==> config.mk <==
export PLATFORM = sky130hd
export DESIGN_NAME = split_sched
export DESIGN_NICKNAME = d
export VERILOG_FILES = /design/src/rtl/split_sched_pkg.sv /design/src/rtl/split_sched_rr_pick.sv /design/src/rtl/split_sched.sv
export SDC_FILE = /design/constraint.sdc
export NUM_CORES = 1
export LEC_CHECK = 0
export ABC_AREA = 1
export CORE_MARGIN = 2
export CORE_UTILIZATION = 57
export CTS_BUF_LIST = sky130_fd_sc_hd__clkbuf_4 sky130_fd_sc_hd__clkbuf_8
export DETAILED_ROUTE_END_ITERATION = 16
export PLACE_DENSITY = 0.86
export SYNTH_ARGS = -nofsm -noshare
export SYNTH_HDL_FRONTEND = slang
export SYNTH_SLANG_ARGS = --single-unit
==> constraint.sdc <==
create_clock -name clk -period 3.36 [get_ports clk]
set_input_delay 0.672 -clock clk [delete_from_list [all_inputs] [get_ports clk]]
set_output_delay 0.672 -clock clk [all_outputs]
set_load 0.01 [all_outputs]
==> src/rtl/split_sched_pkg.sv <==
// split_sched_pkg: shared state encoding and digit constants for the BCD splitter
package split_sched_pkg;
  typedef enum logic [1:0] {IDLE, HUN, TEN, DONE} state_t;
  localparam int DIGIT_W = 4;
  localparam int MAX_VAL_DEF = 999;
endpackage

==> src/rtl/split_sched_rr_pick.sv <==
// rr_pick: combinational round-robin pick of the first set request at or after ptr
module rr_pick #(
  parameter int NREQ = 4,
  parameter int IW = 2
) (
  input  logic [NREQ-1:0] req,
  input  logic [IW-1:0]   ptr,
  output logic [NREQ-1:0] gnt,
  output logic [IW-1:0]   idx,
  output logic            any
);
  logic [IW-1:0] j;
  assign any = |req;
  // scan from the farthest slot back toward ptr so the nearest set request wins
  always_comb begin
    idx = '0;
    j = '0;
    for (int i = NREQ-1; i >= 0; i--) begin
      j = IW'((int'(ptr) + i) % NREQ);
      idx = req[j] ? j : idx;
    end
    gnt = any ? NREQ'(1) << idx : '0;
  end
endmodule

==> src/rtl/split_sched.sv <==
// split_sched: shared multi-cycle binary-to-BCD splitter arbitrated round-robin among clients
module split_sched
  import split_sched_pkg::*;
#(
  parameter int NREQ = 4,
  parameter int VAL_W = 10,
  parameter int MAX_VAL = MAX_VAL_DEF
) (
  input  logic                  clk,
  input  logic                  rst,
  input  logic [NREQ-1:0]       req,
  input  logic [NREQ*VAL_W-1:0] val,
  output logic [NREQ-1:0]       ack,
  output logic [DIGIT_W-1:0]    hund,
  output logic [DIGIT_W-1:0]    tens,
  output logic [DIGIT_W-1:0]    ones,
  output logic                  err,
  output logic                  busy
);
  localparam int IW = (NREQ > 1) ? $clog2(NREQ) : 1;
  state_t st;
  logic [VAL_W-1:0] rem, v;
  logic [DIGIT_W-1:0] h, t;
  logic ovf, big, any;
  logic [NREQ-1:0] gnt, sel;
  logic [IW-1:0] idx, gidx, ptr;
  rr_pick #(.NREQ(NREQ), .IW(IW)) u_pick (
    .req(req),
    .ptr(ptr),
    .gnt(gnt),
    .idx(idx),
    .any(any)
  );
  assign v = val[idx*VAL_W +: VAL_W];
  assign big = v > VAL_W'(MAX_VAL);
  assign busy = st != IDLE;
  // sequencer: grant and latch, subtract hundreds then tens, publish digits with a one-cycle ack
  always_ff @(posedge clk or posedge rst)
    if (rst) begin
      st <= IDLE;
      ptr <= '0;
      gidx <= '0;
      sel <= '0;
      rem <= '0;
      h <= '0;
      t <= '0;
      ovf <= 1'b0;
      ack <= '0;
      hund <= '0;
      tens <= '0;
      ones <= '0;
      err <= 1'b0;
    end else
      case (st)
        IDLE:
          if (any) begin
            sel <= gnt;
            gidx <= idx;
            h <= '0;
            t <= '0;
            ovf <= big;
            rem <= big ? VAL_W'(MAX_VAL) : v;
            st <= HUN;
          end
        HUN:
          if (rem >= VAL_W'(100)) begin
            rem <= rem - VAL_W'(100);
            h <= h + 1'b1;
          end else
            st <= TEN;
        TEN:
          if (rem >= VAL_W'(10)) begin
            rem <= rem - VAL_W'(10);
            t <= t + 1'b1;
          end else begin
            hund <= h;
            tens <= t;
            ones <= rem[DIGIT_W-1:0];
            err <= ovf;
            ack <= sel;
            ptr <= (gidx == IW'(NREQ-1)) ? '0 : gidx + 1'b1;
            st <= DONE;
          end
        DONE: begin
          ack <= '0;
          err <= 1'b0;
          st <= IDLE;
        end
      endcase
endmodule
# Word level (Yosys, flattened, before mapping)
# Cells that the tools add are included.
[totals] wordCells=86 reg_bits=46 input_bits=46
[op_classes] n_eq_ne=9 multipliers=1 order_cmp=7 shifts=2 n_addsub=8 bitwise_logic=1 muxes=31 n_reduce_logical=14
[op_table] cell="two-way mux 10 bit" count=4
[op_table] cell="variable part select 40 x 7 -> 10 bit" count=1
[op_table] cell="case mux 10 bit (3 select lines)" count=1
[op_table] cell="case mux 4 bit (2 select lines)" count=3
[op_table] cell="two-way mux 2 bit" count=8
[op_table] cell="two-way mux 4 bit" count=4
[op_table] cell="< comparator 2 x 3 -> 1 bit, second input constant" count=4
[op_table] cell="greater-or-equal comparator 10 x 4 -> 1 bit, second input constant" count=1
[op_table] cell="greater-or-equal comparator 10 x 7 -> 1 bit, second input constant" count=1
[op_table] cell="> comparator 10 bit, second input constant" count=1
[op_table] cell="!= test 2 bit, second input constant" count=5
[op_table] cell="subtractor 10 x 4 -> 10 bit, second input constant" count=1
[op_table] cell="subtractor 10 x 7 -> 10 bit, second input constant" count=1
[op_table] cell="AND reduction 3 bit" count=3
[op_table] cell="adder 4 x 1 -> 4 bit, second input constant" count=2
[op_table] cell="binary-select mux 1 bit (select 2 bit)" count=4
[op_table] cell="case mux 2 bit (4 select lines)" count=1
[op_table] cell="nonzero test 2 bit" count=4
[op_table] cell="== test 2 bit, second input constant" count=3
[op_table] cell="AND reduction 2 bit" count=3
[op_table] cell="multiplier 2 x 3 -> 5 bit, second input constant" count=1
[op_table] cell="two-way mux 1 bit" count=5
[op_table] cell="adder 2 x 1 -> 2 bit, second input constant" count=2
[op_table] cell="adder 2 bit, second input constant" count=2
[op_table] cell="8 further kinds" count=8

# Logic depth before layout (Yosys ltp)
# Gate-level depths: netlist of the first run.
[depth] depth_word=13 mapped_depth=20

# Cells and area by module
# Synthesis of the first run repeated with hierarchy kept, for this count alone.
[unflattened] cells_unflattened=507 hier_area_um2=3306.9
[by_module_without_submodules] mod="split_sched" instances=1 cells_each=442 area_per_inst_um2=3026.7
[by_module_without_submodules] mod="rr_pick" instances=1 cells_each=65 area_per_inst_um2=280.3

# Worst setup path after synthesis of the first run
# Ideal clock, no wire load.
[synth_path] kind="flip-flop to flip-flop" from="register rem[2]" to="register t[2]" path_stages_with_launch=16 period_less_slack_ns=2.186 arrival_ns=2.109 setup_time_ns=0.077 required_ns=3.283 slack_ns=1.174 path_cell_list="dfrtp_1 inv_1 ha_1 a21oi_1 nand2_1 inv_1 nand3_1 inv_1 nand2_1 nor2_2 clkinv_1 nand2_1 inv_1 nand2_1 o22ai_1 a21oi_1"
[synth_via] elab_chain_len=3
[synth_rtl] item="start, declared" line="split_sched.sv:22" text="logic [VAL_W-1:0] rem, v;"
[synth_rtl] item="start signal, assigned" line="split_sched.sv:62" text="rem <= big ? VAL_W'(MAX_VAL) : v;"
[synth_rtl] item="start signal, assigned" line="split_sched.sv:67" text="rem <= rem - VAL_W'(100);"
[synth_rtl] item="start signal, assigned" line="split_sched.sv:73" text="rem <= rem - VAL_W'(10);"
[synth_rtl] item="greater-or-equal comparator 10 x 4 -> 1 bit" line="split_sched.sv:72" text="if (rem >= VAL_W'(10)) begin"
[synth_rtl] item="!= test 2 bit (no line)"
[synth_rtl] item="AND reduction 3 bit (no line)"
[synth_rtl] item="end signal, assigned" line="split_sched.sv:74" text="t <= t + 1'b1;"
[synth_rtl] item="end, declared" line="split_sched.sv:23" text="logic [DIGIT_W-1:0] h, t;"
# No other way between the ends.
# A chain may end at the register's enable or synchronous reset.

# Worst setup path in the final report of the first run
[layout_path] from="register rem[2]" to="register rem[5]"
[layout_via] elab_chain_len=3 elab_cells_between_ends=10 classes_between="add/sub (2); order compare (2); eq/ne (2); mux (3); reduce/logical (1)"
[layout_rtl] item="subtractor 10 x 4 -> 10 bit, or another cell as far along" line="split_sched.sv:73"
[layout_rtl] item="two-way mux 10 bit, or another cell as far along" line="split_sched.sv:72"
[layout_rtl] item="case mux 10 bit (3 select lines) / AND reduction 4 bit (equally long branches)"
# Parallel ways exist; a longest one is shown, timed or not. The select of a mux whose other input is x is not followed.

==> qor.txt, run 1 <==
crit end category: flip-flop
DRC: 0
Hold EP: ones[0]
final setup fails: 0
Placed Area: 3732 sq um
H-tree depth: 2
worst hold start: ones[0]
Seq cells post-synth: 46
measured slew at the worst slew-check pin: 1.122 ns
synth unique cells: 38
Required @ worst endpoint: 3.57 ns
mean area per synthesized cell: 7.222 sq um
total track usage: 0.2773
ANT nets after route: 0
post-layout instance area: 3846 sq um
post-layout net count: 545
Post-Syn Area: 3040 sq um
via count: 3121
TNS Setup: 0 ns
final WL: 7783 um
CTS hold repair buffers: 0
layout cell share with drive strength beyond 1: 0.08008
HPWL Detailed: 6008 um
1st-pass router iterations: 5
syn nets: 480
TritonCTS buffer count: 5
worst setup path class: flip-flop to flip-flop
post-cts sizing count: 0
Rows: 26
Max VDD drop: 663.8 uV
Design Power: 3.819 mW
minimum clock period: 2.846 ns
Max Buffers Root-to-Sink: 2
I/O Buffers: 63
drt wl/cell: 13.97 um
Worst Hold Class: flip-flop to flip-flop
Final Cycle Share: 0.8470
CTS tree: done
LEAKAGE: 1.859 nW
largest net degree at the start of global routing: 32
Die Ht: 77.04 um
Mapped Cells: 421
max-cap viol count: 0
vias in the first global route: 2895
Worst setup SP type: flip-flop
Critical Path AT: 3.06 ns
IO Pins: 64
worst relative slew slack: 0.2473
Area growth, synth to finish: 26.50%
critical path cell sequence: inv_1 -> ha_1 -> a21oi_1 -> nand2_1 -> inv_1 -> nand3_1 -> inv_1 -> nand2_1 -> nor2_2 -> buf_4 -> nor3_1 -> inv_1 -> a31oi_1 -> o21ai_0 -> o21ai_0
number of synthesized flops with an enable pin: 0
Worst Path Max Fanout: 9
initial core utilization: 0.5915
fin cells: 557
ANT cells: 0
Sink Count: 46
die area: 5934 sq um
asr flop ratio synth: 1.000
Root Buffer: clkbuf_8
Placed Instances: 549
CP max stage delay: 0.64 ns
vias per cell: 5.603
RSZ-0062 raised after global routing: no
R2R depth: 15
Power Density: 993.0 nW/um^2
initial antenna violation count: 0
core area: 5140 sq um
fmax: 351.4 MHz
hold path depth: 2
max-slew violation total from the final report: 0
Final Hold Fails: 0
worst r2r dst: rem[5]
initial drt markers: 305
YS warnings: 0
GPL Wtd Cong: 0.9569
status: finished clean
Reg2Reg Launch Point: rem[2]
worst skew pair latency: 0.30 ns
Die Wd: 77.04 um
Synth Flop Type: dfrtp_1
Critical Path Slowest Stage Cell: nor3_1
number of buffers added for setup after CTS: 0
first-pass GRT wire length: 13300 um
FF-to-FF setup slack: 0.51 ns
Worst Skew: 0.005215 ns
gr ovfl total: 0
CP most frequent cell: inv_1
Worst-path clk slew: 0.09 ns
sequential area share after synthesis: 0.3786
cell type report:
type                       instances  area (sq um)
inverter                          52         200.2
clock inverter                     2         37.54
timing repair buffer              67         660.6
tap                               70         87.58
multi-input combinational        314          1633
clock buffer                       6         76.32
sequential                        46          1151
fill                             414          1294
state kept, by name (all words and copies together), names as in the netlist:
| register | flops |
|---|---|
| err | 1 |
| h | 4 |
| gidx | 2 |
| t | 4 |
| ovf | 1 |
| ones | 4 |
| st | 2 |
| sel | 4 |
| tens | 4 |
| hund | 4 |
| rem | 10 |
| ack | 4 |
| ptr | 2 |
worst max-delay path, delay by kind of cell (launching register included):
family	cells	cell delay, ns
compound gates	4	0.49
fa+ha+maj	1	0.17
buf+inv	5	0.68
flops	1	0.44
simple gates	5	0.97
cell families (layout without fill, tap and decap cells):
family | count (synthesis) | in the layout | synth area share
buffers and inverters | 61 | 127 | 0.08436
DFF | 46 | 46 | 0.3786
xor gates and xnor gates | 1 | 1 | 0.002881
AOI/OAI and AO/OA | 83 | 83 | 0.1588
adders and majority gates | 13 | 13 | 0.05350
and+or+nand+nor | 217 | 217 | 0.3218
synthesized netlist by cell type, types with 2 or more instances:
master,count,area [sq um]
nand2_4,2,22.52
o22ai_1,9,56.30
or2_2,6,37.54
nand4_1,4,25.02
a21oi_1,15,75.07
ha_1,13,162.7
inv_2,2,7.510
nor2_1,31,116.4
nand3b_1,6,45.04
buf_6,3,33.78
clkbuf_1,6,22.52
a31oi_1,4,25.02
o21ai_0,42,210.2
inv_1,46,172.7
nor2_2,6,37.54
o211ai_1,2,15.01
clkinv_1,3,11.26
nor3_1,3,15.01
o31ai_1,2,15.01
nand3_1,31,155.2
o2111ai_1,2,17.52
nand2_2,6,37.54
nand2_1,117,439.2
dfrtp_1,46,1151
stage by stage:
stage          utilization  worst slack (ns)  hold WS, ns
2_1_floorplan            -             1.174       0.4530
5_1_grt             0.7483            0.2256       0.5034
3_3_place_gp        0.7261            0.3576       0.4555
4_1_cts             0.7483            0.5622       0.4780
6_report            0.7483            0.5141       0.4796
3_5_place_dp        0.7261            0.3269       0.4576
per-layer routing:
metal | vias to the layer above | wire length [um] | global-route usage | share of wire
li1 | 1517 | - | - | -
met5 | - | 0 | 0 | 0
met1 | 1442 | 3269 | 0.3673 | 0.42
met4 | 0 | 115 | 0.07321 | 0.015
met3 | 13 | 551 | 0.04941 | 0.071
met2 | 149 | 3847 | 0.4711 | 0.49
worst max path at each step:
stage                     endpoint   start  slack [ns]  cells past startpoint
after global routing        rem[5]  rem[2]        0.23                     15
final                       rem[5]  rem[2]        0.51                     15
after detailed placement    rem[3]  req[3]        0.33                     18
after CTS                   rem[5]  rem[2]        0.56                     15
after global placement      rem[3]  req[3]        0.36                     18
after floorplan               t[2]  rem[2]        1.17                     15
cells in the final DEF, fill, tap and decap left out, types with 5 or more instances in the layout:
cell,count
o21ai_0,42
nand2_1,117
nand3_1,31
o22ai_1,9
ha_1,13
clkdlybuf4s50_1,63
nor2_1,31
nor2_2,6
inv_1,45
a21oi_1,15
or2_2,6
dfrtp_1,46
nand3b_1,6
nand2_2,6
clkbuf_8,5
power breakdown:
group          leakage [nW]  internal, mW  switching [mW]  total, mW
Sequential            0.569         0.755           0.171      0.926
Clock                0.0548         0.230           0.188      0.418
Combinational          1.24         0.890            1.59       2.48
Total                  1.86          1.87            1.94       3.82
Note: power is estimated with default switching activity, not from simulation.
==> run 2: changes to the inputs <==
Settings changed: CORE_UTILIZATION 57 to 53, PLACE_DENSITY 0.86 to 0.81.
Clock period 3.36 ns to 2.9 ns, I/O delays scaled along.
==> qor.txt, run 2 (synthesis gave the netlist of run 1 again) <==
status: finished clean
Reg with most FFs: rem
crit path launch: req[1]
clock power share: 0.091
ANT nets after route: 0
Design Power: 4.406 mW
Sw Share: 0.5129
measured slew at the worst slew-check pin: 0.6861 ns
die area: 6358 sq um
Comb power frac: 0.667
TritonCTS buffer count: 5
CTS hold repair buffers: 0
LEAKAGE: 1.878 nW
CP max stage delay: 0.48 ns
Rows: 27
Worst-path clk slew: 0.09 ns
fmax: 388.2 MHz
post-layout net count: 551
I/O Buffers: 63
crit end category: flip-flop
layout cell share with drive strength beyond 1: 0.09331
initial core utilization: 0.5488
max-slew violation total from the final report: 0
Final Cycle Share: 0.8883
worst setup path class: primary input to flip-flop
TNS Setup: 0 ns
drt wl/cell: 13.23 um
Root Buffer: clkbuf_8
worst relative slew slack: 0.5378
critical path cell sequence: clkdlybuf4s50_1 -> inv_1 -> nand2_1 -> nand3_1 -> and2_1 -> nand2_1 -> nand2_1 -> buf_4 -> nand3b_1 -> nand2_1 -> nor2_2 -> nand2_1 -> nor2_2 -> nand2_2 -> nand2_1 -> nand2_1 -> a21oi_2
Required @ worst endpoint: 3.13 ns
sequential share of power: 0.242
initial drt markers: 229
delay-heaviest family, CP: simple AND/OR/NAND/NOR gates
Die Wd: 79.74 um
Worst Skew: 0.002470 ns
DRC: 0
Area growth, synth to finish: 27.45%
core area: 5540 sq um
HPWL Detailed: 5882 um
RSZ-0062 raised after global routing: no
Max Buffers Root-to-Sink: 2
Max VDD drop: 496.6 uV
max-cap viol count: 0
Die Ht: 79.74 um
final setup fails: 0
Critical Path AT: 2.80 ns
first-pass GRT wire length: 12710 um
gr ovfl total: 0
GPL Wtd Cong: 0.8684
CTS tree: done
Worst Path Max Fanout: 8
via count: 3031
Net Sw Power: 2.260 mW
initial antenna violation count: 0
ANT cells: 0
IO Pins: 64
largest net degree at the start of global routing: 44
Reg2Reg Launch Point: rem[2]
worst skew pair latency: 0.29 ns
CP most frequent cell: nand2_1
Internal: 2.146 mW
commonest cells after routing, fill and taps aside: 117 x nand2_1, 63 x clkdlybuf4s50_1, 46 x dfrtp_1
FF-to-FF setup slack: 0.33 ns
minimum clock period: 2.576 ns
crit path buf inv count: 3
commonest non-fill, non-tap cell in the layout: nand2_1
Worst setup SP type: primary input
vias in the first global route: 2831
vias per cell: 5.365
Critical Path Slowest Stage Cell: clkdlybuf4s50_1
Power Density: 1137 nW/um^2
max FFs per register: 10
Sink Count: 46
1st-pass router iterations: 5
Final Hold Fails: 0
total track usage: 0.2502
Worst Hold Class: primary input to async pin
H-tree depth: 2
final WL: 7477 um
==> run 2: worst paths after layout <==
| check | to | depth (start not counted) |
|---|---|---|
| setup reg to reg | t[2] | 16 |
| hold reg to reg | ack[1] | 2 |
| hold / removal | ack[1] | 2 |
| setup / recovery | rem[1] | 17 |
| max in group asynchronous | st[0] | 3 |
| min in group clk | ack[1] | 2 |
==> run 2: power groups by stage <==
stage | Clock, mW | Combinational, mW | Sequential, mW
after floorplan | 0 | 2.15 | 1.04
after global placement | 0 | 2.83 | 1.07
after detailed placement | 0 | 2.89 | 1.08
after CTS | 0.409 | 2.91 | 1.07
final | 0.399 | 2.94 | 1.07
after global routing | 0.427 | 3.31 | 1.10
==> run 2: timing repair <==
item / 4_1_cts / 5_1_grt
setup endpoints to repair: 0 / 7
buffers inserted: 0 / 0
resized for setup: 0 / 1
==> run 2: layer usage <==
| metal | part of all wire | GRT usage | vias up |
|---|---|---|---|
| met3 | 0.056 | 0.03394 | 17 |
| li1 | - | - | 1525 |
| met2 | 0.48 | 0.4286 | 113 |
| met4 | 0.019 | 0.06271 | 0 |
| met5 | 0 | 0 | - |
| met1 | 0.44 | 0.3355 | 1376 |
==> run 2: metrics by stage <==
step / instances / utilization / instance area, sq um / setup slack (ns) / hold slack (ns)
floorplan: 421 / - / 3040 / 0.7135 / 0.4530
global placement: 557 / 0.6822 / 3780 / 0.06535 / 0.4556
detailed placement: 557 / 0.6822 / 3780 / 0.03301 / 0.4605
CTS: 565 / 0.6985 / 3870 / 0.1073 / 0.4336
global route: 565 / 0.6994 / 3875 / 0.009843 / 0.4513
finish: 565 / 0.6994 / 3875 / 0.3241 / 0.4348
==> run 2: area by class of cell <==
class | instances | area (sq um)
fill | 472 | 1665
multi-input combinational | 314 | 1638
sequential | 46 | 1151
timing repair buffer | 73 | 705.7
inverter | 52 | 200.2
tap | 72 | 90.09
clock buffer | 5 | 68.82
clock inverter | 3 | 21.27
==> run 3: changes to the inputs <==
Settings changed: CORE_MARGIN 2 to 3.
==> qor.txt, run 3 (synthesis gave the netlist of run 1 again) <==
status: finished clean
Placed Area: 3775 sq um
H-tree depth: 2
Required @ worst endpoint: 3.14 ns
Worst Path Max Fanout: 19
final WL: 7770 um
worst setup path class: primary input to flip-flop
final setup fails: 0
Critical Path AT: 2.76 ns
drt wl/cell: 13.85 um
post-layout net count: 549
first-pass GRT wire length: 13100 um
hold_ws: 0.4803 ns
Die Wd: 81.74 um
Worst Skew: 0.007622 ns
LEAKAGE: 1.873 nW
Power Density: 1140 nW/um^2
via count: 3037
max FFs per register: 10
DRC: 0
Worst Hold Class: flip-flop to flip-flop
worst skew pair latency: 0.30 ns
1st-pass router iterations: 5
Design Power: 4.417 mW
vias in the first global route: 2906
Max Buffers Root-to-Sink: 2
RSZ-0062 raised after global routing: no
ANT cells: 0
Final Cycle Share: 0.8684
IO Pins: 64
die area: 6681 sq um
measured slew at the worst slew-check pin: 0.6028 ns
core area: 5335 sq um
Final Hold Fails: 0
gr ovfl total: 0
commonest cells after routing, fill and taps aside: 117 x nand2_1, 63 x clkdlybuf4s50_1, 45 x inv_1, 45 x dfrtp_1, 42 x o21ai_0
largest net degree at the start of global routing: 47
Reg with most FFs: rem
initial antenna violation count: 0
ANT nets after route: 0
fmax: 397.1 MHz
minimum clock period: 2.518 ns
total track usage: 0.2513
initial drt markers: 281
number of buffers added for setup after CTS: 0
Root Buffer: clkbuf_8
worst relative slew slack: 0.5939
Worst-path clk slew: 0.10 ns
HPWL Detailed: 6124 um
commonest non-fill, non-tap cell in the layout: nand2_1
Die Ht: 81.74 um
post-layout instance area: 3875 sq um
Worst setup SP type: primary input
Area growth, synth to finish: 27.45%
max-slew violation total from the final report: 0
layout cell share with drive strength beyond 1: 0.09165
max-cap viol count: 0
initial core utilization: 0.5699
Max VDD drop: 619.7 uV
crit end category: flip-flop
vias per cell: 5.414
CTS tree: done
TritonCTS buffer count: 5
TNS Setup: 0 ns
Sink Count: 46
I/O Buffers: 63
Rows: 26
GPL Wtd Cong: 0.8847
## run 3: cell types whose count changed in the layout (fill, tap and decap cells not counted)
cell,before,now
dfrtp_2,0,1
clkinv_2,1,0
inv_6,1,2
dfrtp_1,46,45
buf_4,10,7
buf_12,0,1
## run 3: report_power, final
group	total, mW	internal, mW	leakage [nW]	switching [mW]
logic	2.93	1.08	1.26	1.84
registers	1.08	0.876	0.568	0.202
clock network	0.411	0.174	0.0447	0.236
total	4.42	2.13	1.87	2.28
## run 3: per-layer routing
layer / global-route usage / vias to the layer above / share of wire / wire, um
met2: 0.4378 / 107 / 0.49 / 3810
met4: 0.05980 / 0 / 0.013 / 99
met1: 0.3261 / 1395 / 0.44 / 3400
li1: - / 1522 / - / -
met3: 0.03947 / 13 / 0.059 / 460
met5: 0 / - / 0 / 0
## run 3: path summary, 6_finish.rpt
path / start / end / slack [ns] / depth (start not counted)
max reg2reg: rem[2] / t[2] / 0.39 / 16
min reg2reg: ack[1] / ack[1] / 0.48 / 2
max: req[3] / rem[1] / 0.38 / 19
max in group asynchronous: rst / rem[2] / 2.06 / 3
min in group asynchronous: rst / ack[2] / 0.62 / 3
min: ack[1] / ack[1] / 0.48 / 2
## run 3: through the flow
step                      std cells  setup slack [ns]  utilization
after floorplan                 421            0.7135            -
after global placement          553           0.07985       0.7076
after detailed placement        553           0.06158       0.7076
after CTS                       561            0.2229       0.7251
after global routing            561          0.003252       0.7263
final                           561            0.3817       0.7263
## run 3: area by class of cell
cell class / count / area (sq um)
flip-flops and latches: 46 / 1152
clock inverters: 3 / 25.02
inverters: 52 / 200.2
multi-input cells: 314 / 1638
fillers: 434 / 1460
well taps: 70 / 87.58
repair buffers: 71 / 703.2
clock buffers: 5 / 68.82
## run 3: critical path: stages
cell             delay, ns
clkdlybuf4s50_1       0.51
inv_1                 0.05
nand2_1               0.07
nand3_1               0.10
nand2_1               0.09
nand3_2               0.11
nand2_2               0.10
nand2_4               0.05
nand2_4               0.18
nor2_2                0.10
nand2_1               0.07
nand2_1               0.06
nor2_2                0.13
nand2_1               0.09
nor2_2                0.10
nand2_2               0.09
nand2_1               0.08
nand2_1               0.07
a21oi_2               0.12
## run 3: timing repair
| action | 4_1_cts | 5_1_grt |
|---|---|---|
| resized for setup | 0 | 2 |
| endpoints found under the setup margin | 0 | 7 |
| hold endpoints to repair | 0 | 0 |
| hold buffers | 0 | 0 |
